`config.mk`:
```
export PLATFORM = sky130hd
export DESIGN_NAME = mem_port_arbiter
export DESIGN_NICKNAME = d
export VERILOG_FILES = /design/src/rtl/mem_port_arbiter.sv
export SDC_FILE = /design/constraint.sdc
export NUM_CORES = 1
export LEC_CHECK = 0
export ABC_AREA = 1
export CAP_MARGIN = 30
export CORE_ASPECT_RATIO = 0.8
export CORE_MARGIN = 3
export CORE_UTILIZATION = 40
export CTS_CLUSTER_DIAMETER = 120
export DETAILED_ROUTE_END_ITERATION = 12
export GPL_ROUTABILITY_DRIVEN = 1
export GPL_TIMING_DRIVEN = 0
export HOLD_SLACK_MARGIN = 0.02
export PLACE_DENSITY_LB_ADDON = 0.12
export SYNTH_ARGS = -nofsm -noshare
export SYNTH_HDL_FRONTEND = slang
export SYNTH_SLANG_ARGS = --single-unit
```
`constraint.sdc`:
```
create_clock -name clk_i -period 3.5 [get_ports clk_i]
set_input_delay 1.05 -clock clk_i [delete_from_list [all_inputs] [get_ports clk_i]]
set_output_delay 1.05 -clock clk_i [all_outputs]
set_load 0.01 [all_outputs]
```
`src/rtl/mem_port_arbiter.sv`:
```
// -----------------------------------------------------------------------------
// mem_port_arbiter
//
// Shares a single memory port between the instruction-fetch (IF) and the
// data-memory (DM) requesters of the pipeline CPU. One requester at a time is
// granted the port, its address / write enable / write data are latched, and a
// fixed-latency access is sequenced. Read data is returned together with a
// one-cycle done pulse. Under contention the grant alternates, so neither
// requester waits longer than one transaction.
//
// Parameters
//   ADDR_W   address width
//   DATA_W   data width
//   LATENCY  memory busy cycles per access (1..255)
//
// Ports
//   clk_i, rst_i               clock, synchronous active-high reset
//   if_req_i, if_addr_i        IF read request (held until grant) and address
//   if_gnt_o, if_done_o        IF one-cycle grant / completion pulses
//   if_rdata_o                 IF read data, valid with if_done_o, then held
//   dm_req_i, dm_we_i          DM request (held until grant), write enable
//   dm_addr_i, dm_wdata_i      DM address and write data
//   dm_gnt_o, dm_done_o        DM one-cycle grant / completion pulses
//   dm_rdata_o                 DM read data, valid with dm_done_o, then held
//   mem_en_o, mem_we_o         memory access active / write strobe
//   mem_sel_o                  shared address/data mux select (0 = IF, 1 = DM)
//   mem_addr_o, mem_wdata_o    latched access address / write data
//   mem_rdata_i                memory read data, valid in the last busy cycle
// -----------------------------------------------------------------------------
module mem_port_arbiter #(
    parameter int ADDR_W  = 32,
    parameter int DATA_W  = 32,
    parameter int LATENCY = 2
) (
    input  logic              clk_i,
    input  logic              rst_i,
    input  logic              if_req_i,
    input  logic [ADDR_W-1:0] if_addr_i,
    output logic              if_gnt_o,
    output logic              if_done_o,
    output logic [DATA_W-1:0] if_rdata_o,
    input  logic              dm_req_i,
    input  logic              dm_we_i,
    input  logic [ADDR_W-1:0] dm_addr_i,
    input  logic [DATA_W-1:0] dm_wdata_i,
    output logic              dm_gnt_o,
    output logic              dm_done_o,
    output logic [DATA_W-1:0] dm_rdata_o,
    output logic              mem_en_o,
    output logic              mem_we_o,
    output logic              mem_sel_o,
    output logic [ADDR_W-1:0] mem_addr_o,
    output logic [DATA_W-1:0] mem_wdata_o,
    input  logic [DATA_W-1:0] mem_rdata_i
);

    typedef enum logic [1:0] {
        IDLE    = 2'd0,
        BUSY_IF = 2'd1,
        BUSY_DM = 2'd2
    } state_t;

    // Counter value of the final busy cycle.
    localparam logic [7:0] LAST_CNT = 8'(LATENCY - 1);

    state_t     state_q, state_d;
    logic [7:0] cnt_q;
    logic       last_dm_q;   // 1 = last grant went to DM, 0 = to IF
    logic       we_q;        // latched write enable, always 0 for IF
    logic       grant_if, grant_dm, finish;

    // Next-state, arbitration and memory-side control outputs.
    always_comb begin
        state_d   = state_q;
        grant_if  = 1'b0;
        grant_dm  = 1'b0;
        finish    = 1'b0;
        mem_en_o  = 1'b0;
        mem_we_o  = 1'b0;
        mem_sel_o = 1'b0;
        case (state_q)
            IDLE: begin
                // DM wins when alone, or when both ask and IF had the last turn.
                if (dm_req_i && (!if_req_i || !last_dm_q)) begin
                    grant_dm = 1'b1;
                    state_d  = BUSY_DM;
                end else if (if_req_i) begin
                    grant_if = 1'b1;
                    state_d  = BUSY_IF;
                end
            end
            BUSY_IF: begin
                mem_en_o = 1'b1;
                if (cnt_q == LAST_CNT) begin
                    finish  = 1'b1;
                    state_d = IDLE;
                end
            end
            BUSY_DM: begin
                mem_en_o  = 1'b1;
                mem_sel_o = 1'b1;
                mem_we_o  = we_q;
                if (cnt_q == LAST_CNT) begin
                    finish  = 1'b1;
                    state_d = IDLE;
                end
            end
            default: state_d = IDLE;
        endcase
    end

    // State, latched access fields and registered requester-side pulses.
    always_ff @(posedge clk_i) begin
        if (rst_i) begin
            state_q     <= IDLE;
            cnt_q       <= '0;
            last_dm_q   <= 1'b0;
            we_q        <= 1'b0;
            mem_addr_o  <= '0;
            mem_wdata_o <= '0;
            if_gnt_o    <= 1'b0;
            dm_gnt_o    <= 1'b0;
            if_done_o   <= 1'b0;
            dm_done_o   <= 1'b0;
            if_rdata_o  <= '0;
            dm_rdata_o  <= '0;
        end else begin
            state_q   <= state_d;
            if_gnt_o  <= grant_if;
            dm_gnt_o  <= grant_dm;
            if_done_o <= finish && (state_q == BUSY_IF);
            dm_done_o <= finish && (state_q == BUSY_DM);

            if (grant_if) begin
                mem_addr_o <= if_addr_i;
                we_q       <= 1'b0;
                cnt_q      <= '0;
                last_dm_q  <= 1'b0;
            end else if (grant_dm) begin
                mem_addr_o  <= dm_addr_i;
                mem_wdata_o <= dm_wdata_i;
                we_q        <= dm_we_i;
                cnt_q       <= '0;
                last_dm_q   <= 1'b1;
            end else if (state_q != IDLE) begin
                cnt_q <= cnt_q + 8'd1;
            end

            // Writes complete without touching the returned read data.
            if (finish && (state_q == BUSY_IF)) begin
                if_rdata_o <= mem_rdata_i;
            end
            if (finish && (state_q == BUSY_DM) && !we_q) begin
                dm_rdata_o <= mem_rdata_i;
            end
        end
    end

endmodule

```
==> metrics.yaml <==
yosys:
  yosys.area.top_type: "dfxtp_1"
  synth.avg_cell_area_sq_um: 7.12
  syn_inst: 808
  synth.most_common_cell: "nand2_1"
  yosys_register_bits: 144
  synthDistinctLibCells: 22
  synth_common_cells: "nand2_1 (229), dfxtp_1 (144), nor2_1 (144)"
  synth_ff_type: "dfxtp_1"
  synth_top_area_frac: 0.501
  synthTopCellsByArea: "dfxtp_1 (50%), nand2_1 (15%), nor2_1 (9.4%)"
  asyncSetResetFlopFracSynth: 0
  synth_edf_count: 0
  syn_area_sq_mm: 0.00575
  syn-num-nets: 946
  seq_area_frac_synth: 0.501
  synth_warnings: 0
finish:
  instances_no_fill: 1287
  area_delta_synth_final_pct: 59.9
  layout-drive-gt1-share: 0.0524
  insertedDiodeCount: 0
  nets: 1232
  final_cell_area_sq_mm: 0.00920
run:
  cap_violations: 0
placement:
  place.detailed.hpwl_microns: 13900
  placed_area_sq_mm: 0.00865
  numPortBuffers: 267
  placed_cells: 1255
  gp_congestion: 0.823
sta:
  setup_violations: 0
  drv_slew: 0
  rsz0062_at_grt: "no"
  fin_skew_ns: 0.0113
  tns_ns: 0
  fin_crit_sh: 0.816
  relSlewSlack: 0.616
  worst_pin_slew_ns: 0.575
  fmax_mhz: 350
  holdWs_ns: 0.461
  hold_viol: 0
  min_period_ns: 2.86
setup_path:
  end_kind: "output pin"
  cp_slowest_cell: "clkdlybuf4s50_1"
  max_stage_delay_ns: 0.56
  crit_required_ns: 2.45
  startpoint: "state_q[0]"
  crit_top_cell: "inv_1"
  crit_chain: "inv_1 -> ha_1 -> nand2_1 -> inv_1 -> clkdlybuf4s50_1"
  cp_num_buf_inv: 3
  crit_arrival_ns: 1.81
  critical_path.top_delay_family: "buffers and inverters"
  setup.worst_path.start_class: "flop"
  rrSetupSlack_ns: 1.38
  path_max_fanout: 4
  crit_type: "flop to output pin"
  rr_startpoint: "state_q[0]"
clock_network:
  post_cts_resized: 0
  cts_htree_levels: 4
  ctsLongestPathBuffers: 2
  cts_tree: "done"
  cts_setup_buffers: 0
  path_clk_slew_ns: 0.06
  worstSkewPairLatency_ns: 0.41
  postCtsHoldBufs: 0
  cts-buffers-inserted: 17
  cts_root_buffer: "clkbuf_16"
  cts.sinks: 144
route:
  postRouteAntennaNets: 0
  drc: 0
  wire_per_inst_microns: 14.3
  vias_per_cell: 4.70
  dr.pass1.iters: 6
  dr_total_vias: 6050
  totalWireLength_microns: 18400
  drt_iter0_drc: 305
global_route:
  antenna_found_initial: 0
  grt_max_degree: 17
  grt-ovfl-total: 0
  track_usage: 0.226
  grt_pass1_vias: 5697
  grt_pass1_wl_microns: 28800
power_and_ir_drop:
  p_switching_mw: 1.34
  peakVddDrop_v: 0.000420
  p_int_mw: 3.26
  pwr-share-seq: 0.401
  p_total_mw: 4.61
  combPwrFrac: 0.233
  p_sw_frac: 0.292
  power_leakage_nw: 3.86
  powerDensity_mw_per_mm2: 501
  clockPowerShare: 0.365
floorplan:
  start_util: 0.417
  die-area_sq_mm: 0.0159
  fp.dieW_microns: 140
  num_rows: 38
  fp.dieH_microns: 113
  ioPinCount: 268
  core_area_sq_mm: 0.0138
run_status:
  status: "completed"
worst_hold_path:
  min-delay-start: "if_rdata_o[28]"
  min_path_type: "flop to flop"
-- stage by stage --
step | utilization | worst slack [ns]
2_1_floorplan | - | 1.56
3_3_place_gp | 0.627 | 0.604
3_5_place_dp | 0.627 | 0.579
4_1_cts | 0.667 | 0.631
5_1_grt | 0.667 | 0.562
6_report | 0.667 | 0.644
-- power by group through the flow --
stage	clock [mW]	sequential, mW	combinational, mW
after floorplan	0	1.94	0.437
after CTS	1.72	1.85	1.08
final	1.68	1.85	1.08
after detailed placement	0	1.88	1.08
after global routing	1.78	1.86	1.18
after global placement	0	1.88	1.08
-- kinds of logic after synthesis --
logic type	share of synthesized area
compound gates	0.0818
simple gates	0.316
xor+xnor	0.00457
fa+ha+maj	0.0109
flops	0.501
buf+inv	0.0855
-- sequential cells by signal, summed over array words and instances (netlist names), 2 cells and up --
| signal | cells |
|---|---|
| dm_rdata_o | 32 |
| if_rdata_o | 32 |
| mem_addr_o | 32 |
| mem_wdata_o | 32 |
| cnt_q | 8 |
| state_q | 2 |
-- layer usage --
metal / GRT usage / share of wire / vias to the layer above
met1: 0.289 / 0.44 / 2736
met2: 0.363 / 0.47 / 181
met4: 0.0665 / 0.015 / 0
met3: 0.0815 / 0.081 / 22
li1: - / - / 3111
met5: 0 / 0 / -
-- final timing paths --
path                            depth (start not counted)              to
worst max-delay path                                    5        mem_we_o
worst min-delay path                                    2  if_rdata_o[28]
worst min register to register                          2  if_rdata_o[28]
worst max register to register                          7  dm_rdata_o[10]
-- area by class of cell --
cell class / count / area (sq um)
Buffer: 51 / 229
Clock buffer: 18 / 429
Clock inverter: 14 / 119
Fill cell: 1244 / 4590
Inverter: 70 / 263
Multi-Input combinational cell: 543 / 2380
Sequential cell: 144 / 2880
Tap cell: 180 / 225
Timing Repair Buffer: 267 / 2670
-- layout by cell type (no fill, tap or decap), drive strengths merged --
cell type and n:
clkbuf 45, clkinvlp 5, ha 5, nand2 229, nor2 147, o21ai 34
and3 1, buf 24, xor2 2, clkinv 7, nand4 34, dfxtp 144
nor3 2, bufinv 1, inv 71, a21oi 60, nand3 27, clkdlybuf4s50 267
xnor2 1, and3b 1
-- tightest hold or removal path, stage by stage, from the launching register on --
cell and delay, ns:
dfxtp_1 0.30, nand2_1 0.06, a21oi_1 0.05
Power figures use the tool's default switching activity.
